## config.mk

```make
export PLATFORM = sky130hd
export DESIGN_NAME = cp0_regfile
export DESIGN_NICKNAME = d
export VERILOG_FILES = /design/src/rtl/cp0_regfile.sv
export SDC_FILE = /design/constraint.sdc
export NUM_CORES = 1
export LEC_CHECK = 0
export ABC_CLOCK_PERIOD_IN_PS = 2300
export BUFFER_PORTS_ARGS = -buffer_cell sky130_fd_sc_hd__buf_2
export CORE_AREA = 3 3 156 158
export CTS_BUF_LIST = sky130_fd_sc_hd__clkbuf_4
export DETAILED_ROUTE_END_ITERATION = 16
export DIE_AREA = 0 0 159 161
export GPL_TIMING_DRIVEN = 0
export PLACE_DENSITY_LB_ADDON = 0.1
export RECOVER_POWER = 50
export SLEW_MARGIN = 20
export SYNTH_ARGS = -nofsm -noshare
export SYNTH_HDL_FRONTEND = slang
export SYNTH_SLANG_ARGS = --single-unit
export TNS_END_PERCENT = 1
```

## constraint.sdc

```tcl
create_clock -name clk -period 2.3 [get_ports clk]
set_input_delay 0.46 -clock clk [delete_from_list [all_inputs] [get_ports clk]]
set_output_delay 0.46 -clock clk [all_outputs]
set_load 0.005 [all_outputs]
```

## src/rtl/cp0_regfile.sv

```systemverilog
// Coprocessor-0 register file: exception entry/return bookkeeping, Count/Compare
// timer, mtc0/mfc0 access and the flush/redirect feed to fetch.
module cp0_regfile (
  input  logic        clk,
  input  logic        rst,
  input  logic        we_i,
  input  logic [4:0]  waddr_i,
  input  logic [4:0]  raddr_i,
  input  logic [31:0] data_i,
  input  logic [5:0]  int_i,
  input  logic [31:0] excepttype_i,
  input  logic [31:0] pc_i,
  input  logic        in_delayslot_i,
  input  logic [31:0] bad_addr_i,
  output logic [31:0] data_o,
  output logic [31:0] status_o,
  output logic [31:0] cause_o,
  output logic [31:0] epc_o,
  output logic [31:0] count_o,
  output logic [31:0] compare_o,
  output logic [31:0] badvaddr_o,
  output logic        timer_int_o,
  output logic        flush_o,
  output logic [31:0] newpc_o
);

  localparam logic [31:0] PRID         = 32'h0000_4220;
  localparam logic [31:0] EXC_VECTOR   = 32'hBFC0_0380;
  localparam logic [31:0] STATUS_RESET = 32'h0040_0000;
  localparam logic [31:0] STATUS_WMASK = 32'h0000_FF03;
  localparam logic [31:0] CAUSE_WMASK  = 32'h0000_0300;

  localparam logic [4:0] REG_BADVADDR = 5'd8;
  localparam logic [4:0] REG_COUNT    = 5'd9;
  localparam logic [4:0] REG_COMPARE  = 5'd11;
  localparam logic [4:0] REG_STATUS   = 5'd12;
  localparam logic [4:0] REG_CAUSE    = 5'd13;
  localparam logic [4:0] REG_EPC      = 5'd14;
  localparam logic [4:0] REG_PRID     = 5'd15;

  localparam logic [31:0] EXC_INT  = 32'h1;
  localparam logic [31:0] EXC_ADEL = 32'h4;
  localparam logic [31:0] EXC_ADES = 32'h5;
  localparam logic [31:0] EXC_SYS  = 32'h8;
  localparam logic [31:0] EXC_BP   = 32'h9;
  localparam logic [31:0] EXC_RI   = 32'hA;
  localparam logic [31:0] EXC_OV   = 32'hC;
  localparam logic [31:0] EXC_ERET = 32'hE;

  logic [31:0] status_q, status_d;
  logic [31:0] cause_q, cause_d;
  logic [31:0] epc_q, epc_d;
  logic [31:0] count_q, count_d;
  logic [31:0] compare_q, compare_d;
  logic [31:0] badvaddr_q, badvaddr_d;
  logic        timer_int_q, timer_int_d;
  logic        tick_q, tick_d;

  logic exc_take;
  logic is_eret;

  always_comb begin
    exc_take = 1'b0;
    case (excepttype_i)
      EXC_INT, EXC_ADEL, EXC_ADES, EXC_SYS,
      EXC_BP, EXC_RI, EXC_OV: exc_take = 1'b1;
      default:                exc_take = 1'b0;
    endcase
  end

  assign is_eret = (excepttype_i == EXC_ERET);

  always_comb begin
    // NOTE: every _d takes its _q value first so no path leaves it unassigned (no latch).
    status_d    = status_q;
    cause_d     = cause_q;
    epc_d       = epc_q;
    compare_d   = compare_q;
    badvaddr_d  = badvaddr_q;
    tick_d      = ~tick_q;
    count_d     = tick_q ? count_q + 32'd1 : count_q;
    timer_int_d = timer_int_q | ((compare_q != 32'd0) && (count_q == compare_q));

    if (we_i) begin
      case (waddr_i)
        REG_COUNT:   count_d   = data_i;
        REG_COMPARE: begin
          compare_d   = data_i;
          timer_int_d = 1'b0;
        end
        REG_STATUS:  status_d  = (status_q & ~STATUS_WMASK) | (data_i & STATUS_WMASK);
        REG_CAUSE:   cause_d   = (cause_q & ~CAUSE_WMASK) | (data_i & CAUSE_WMASK);
        REG_EPC:     epc_d     = data_i;
        default:     ;
      endcase
    end

    cause_d[15:10] = {int_i[5] | timer_int_q, int_i[4:0]};

    // Exception/eret fields are applied last so they override an mtc0 to the same field.
    if (exc_take) begin
      if (!status_q[1]) begin
        epc_d     = in_delayslot_i ? pc_i - 32'd4 : pc_i;
        cause_d[31] = in_delayslot_i;
      end
      status_d[1]  = 1'b1;
      cause_d[6:2] = (excepttype_i == EXC_INT) ? 5'd0 : excepttype_i[4:0];
      if (excepttype_i == EXC_ADEL || excepttype_i == EXC_ADES)
        badvaddr_d = bad_addr_i;
    end else if (is_eret) begin
      status_d[1] = 1'b0;
    end

    // NOTE: reset is synchronous, so it is folded into the next-state logic with top priority.
    if (rst) begin
      status_d    = STATUS_RESET;
      cause_d     = 32'd0;
      epc_d       = 32'd0;
      count_d     = 32'd0;
      compare_d   = 32'd0;
      badvaddr_d  = 32'd0;
      timer_int_d = 1'b0;
      tick_d      = 1'b0;
    end
  end

  // NOTE: sequential state uses non-blocking assignments only.
  always_ff @(posedge clk) begin
    status_q    <= status_d;
    cause_q     <= cause_d;
    epc_q       <= epc_d;
    count_q     <= count_d;
    compare_q   <= compare_d;
    badvaddr_q  <= badvaddr_d;
    timer_int_q <= timer_int_d;
    tick_q      <= tick_d;
  end

  always_comb begin
    data_o = 32'd0;
    case (raddr_i)
      REG_BADVADDR: data_o = badvaddr_q;
      REG_COUNT:    data_o = count_q;
      REG_COMPARE:  data_o = compare_q;
      REG_STATUS:   data_o = status_q;
      REG_CAUSE:    data_o = cause_q;
      REG_EPC:      data_o = epc_q;
      REG_PRID:     data_o = PRID;
      default:      data_o = 32'd0;
    endcase
  end

  assign status_o    = status_q;
  assign cause_o     = cause_q;
  assign epc_o       = epc_q;
  assign count_o     = count_q;
  assign compare_o   = compare_q;
  assign badvaddr_o  = badvaddr_q;
  assign timer_int_o = timer_int_q;
  assign flush_o     = (excepttype_i != 32'd0);
  assign newpc_o     = is_eret ? epc_q : EXC_VECTOR;

endmodule

```

==> summary.md <==
| Metric | Value |
|---|---|
| Clk_skew | 35.1 ps |
| Seq/Total Area, Yosys | 34.5% |
| Most used cell, CP | buf_2 |
| Yosys reg bits | 154 |
| Gate count of the mapped netlist | 1071 |
| Crit path buffers/inverters | 3 |
| Met3 usage | 5.95% |
| Worst setup SP type | input pin |
| Global-route met1 utilization | 40.4% |
| Number of global-route vias before repair | 9141 |
| DRT iter0 DRCs | 816 |
| Syn Std Cell Area | 0.00895 mm² |
| Endpoints failing hold | 0 |
| Switch share | 27.5% |
| Fmax | 0.421 GHz |
| Final min period | 2370 ps |
| Yosys top cell area share | 34.5% |
| Failing checks | setup timing |
| Reg-to-reg startpoint | count_o[13]$_SDFF_PP0_ |
| Clock buffer depth | 2 |
| Worst hold slack | 81.0 ps |
| Pre-CTS setup slack | -1210 ps |
| Worst Tran Pin Value | 1030 ps |
| Combinational share of power | 12.0% |
| RSZ-0062 raised after global routing | yes |
| Layout Cells excl Fill | 1831 |
| Total power per unit cell area | 457 mW/mm² |
| Routed length per instance | 21.7 µm |
| Top cells by area, synth | dfxtp_1 34%, mux2_2 5.7%, nor2_1 5.6%, mux2i_1 5.6%, xnor2_1 5.0% |
| # H-tree levels | 4 |
| Clock sinks | 154 |
| Worst setup margin | -74.1 ps |
| # hold bufs at CTS | 0 |
| Crit-path leading delay family | simple AND/OR/NAND/NOR gates |
| DR pass1 iterations | 5 |
| CTS Buf Count | 17 |
| FILL cells | 2394 |
| Initial antenna violation count | 2 |
| Nets | 1647 |
| CP Cell Sequence | buf_2 > or3b_4 > nor3_4 > buf_6 > a22oi_1 > nand3_1 > buf_2 |
| Final period util | 103% |
| Core Region | 0.0233 mm² |
| Chip width | 159 µm |
| Clk pwr share | 37.9% |
| Number of antenna-violating nets in the routed design | 0 |
| Library cells used by synthesis | 55 |
| Commonest non-fill, non-tap cell in the layout | buf_2 |
| Req. time, crit path | 1840 ps |
| Std cell rows | 56 |
| Total Routing Usage GR | 29.5% |
| Die span in y | 161 µm |
| Slowest-stage cell, CP | or3b_4 |
| CTS clock-pin slew for the worst setup and hold paths | 160 ps |
| Flop pwr share | 50.1% |
| First-pass GRT wire length | 58200 µm |
| M2 GR Usage | 48.0% |
| YS warnings | 0 |
| TritonCTS clock tree | done |
| Crit path from | raddr_i[4] |
| Psw | 1.51 mW |
| Setup TNS | -74.1 ps |
| Final Setup Violations | 1 |
| Mapped Avg Cell Area | 8.35 µm² |
| HP Class | in2reg |
| Drt drc | 0 |
| Static Leak | 4.93 nW |
| Worst skew pair latency | 580 ps |
| Outcome | finished, violations left |
| Critical Path AT | 1910 ps |
| Layout cells sized above 1 | 32.7% |
| CTS Root Buffer Type | clkbuf_4 |
| Internal power component | 3.97 mW |
| Placed cell count | 1790 |
| Crit path largest cell delay | 510 ps |
| Final WL | 39800 µm |
| Commonest cells after routing, fill and taps aside | 309 x buf_2, 154 x dfxtp_1, 130 x nor2_1 |
| Max-Cap Viols | 0 |
| WS Path Type | in2out |
| Hold_sp | int_i[0] |
| Final GP Congestion | 0.953 |
| Top Usage Layer GRT | met2 |
| Via count | 9739 |
| DPL Wire Length | 31100 µm |
| Die area | 0.0256 mm² |
| Worst Setup End Kind | output pin |
| Pwr Total | 5.47 mW |
| Vias per inst | 5.32 |
| Global route overflow | 0 |
| Initial Utilization | 38.5% |
| Slew Limit Fails | 0 |
| Area growth syn-to-layout | 33.9% |
| Largest net degree at the start of global routing | 17 |
| Max transition margin | 31.1% |
| Leading area contributor after synthesis | dfxtp_1 |
| CP max FO | 10 |
| VDD IR max | 0.314 mV |
| IO Pins | 406 |
| Port bufs | 362 |
[flip-flops by register name (all words and copies together) (netlist names)]
signal / flops
badvaddr_o: 32
compare_o: 32
count_o: 32
epc_o: 32
cause_o: 14
status_o: 10
tick_q: 1
timer_int_o: 1
[worst paths after layout]
check | end | slack, ps | cells after the start
worst min-delay path | cause_o[10]$_SDFF_PP0_ | 80 | 2
worst max-delay path | data_o[31] | -70 | 7
worst max register to register | count_o[31]$_SDFF_PP0_ | 70 | 6
worst min register to register | cause_o[6]$_SDFFE_PP0P_ | 520 | 1
[synthesized netlist by cell type (all sizes together)]
cell type / count
a21oi: 35
a311oi: 1
and4: 5
or4: 2
nor2b: 7
xnor2: 51
dfxtp: 154
nand4bb: 2
a211oi: 60
nor2: 134
o21ai: 23
or2: 2
dlygate4sd3: 1
buf: 54
nor4b: 4
or3: 4
nand4b: 4
nor3b: 2
inv: 7
nand4: 30
ha: 2
xor2: 41
nor4: 27
a222oi: 13
a2bb2oi: 1
and2: 21
and3: 5
nor3: 18
nand3: 32
a22oi: 33
a22o: 3
conb: 2
nor4bb: 1
nand3b: 3
nand2: 112
mux2: 45
or3b: 1
a31oi: 1
clkbuf: 61
nand2b: 16
mux2i: 50
o21ba: 1
[through the flow]
stage / instance area, µm² / util [%]
floorplan: 9100 / -
finish: 12000 / 51.5
detailed placement: 11300 / 48.6
CTS: 11900 / 51.0
global placement: 11300 / 48.6
global route: 12000 / 51.5
[cell families after synthesis]
logic type	after synthesis	synth area share, %
multiplexers	95	11.3
AO/OA/AOI/OAI	171	13.2
other	2	0.0839
buffers and inverters	123	7.36
AND/OR/NAND/NOR	432	24.3
flip-flops	154	34.5
adder cells (fa/ha/maj)	2	0.280
XOR/XNOR	92	9.01
[worst reg2reg max path: cells and delay by family (launching register included)]
family	cells	cell delay, ps
and+or+nand+nor	3	1110
DFF	1	360
buffers and inverters	1	320
AOI/OAI and AO/OA	1	230
xor gates and xnor gates	1	110
[what timing repair did]
action                                  4_1_cts  5_1_grt
gates resized for setup                      50       52
pin swaps                                     7        8
endpoints found under the setup margin       74       72
buffers inserted                              6        3
[routing by layer]
layer | vias to the layer above | part of all wire [%]
met2 | 485 | 47
met4 | 0 | 1.9
met1 | 4621 | 43
met5 | - | 0
li1 | 4590 | -
met3 | 43 | 7.7
[area by class of cell]
class | instances | area (µm²) | share of cell area (%)
Inverter | 7 | 26.3 | 0.219
Sequential cell | 154 | 3080 | 25.7
Multi-Input combinational cell | 832 | 5570 | 46.5
Clock buffer | 18 | 135 | 1.13
Buffer | 114 | 729 | 6.09
Clock inverter | 14 | 218 | 1.82
Tap cell | 319 | 399 | 3.33
Antenna cell | 2 | 5.00 | 0.0418
Timing Repair Buffer | 371 | 1820 | 15.2
[power by group through the flow]
stage / Combinational, mW / Clock [mW] / Sequential (mW)
6_report: 0.658 / 2.07 / 2.74
5_1_grt: 0.710 / 2.19 / 2.75
4_1_cts: 0.629 / 2.08 / 2.74
3_5_place_dp: 0.611 / 0 / 2.80
3_3_place_gp: 0.606 / 0 / 2.80
2_1_floorplan: 0.290 / 0 / 2.79
Note: power is estimated with default switching activity, not from simulation.
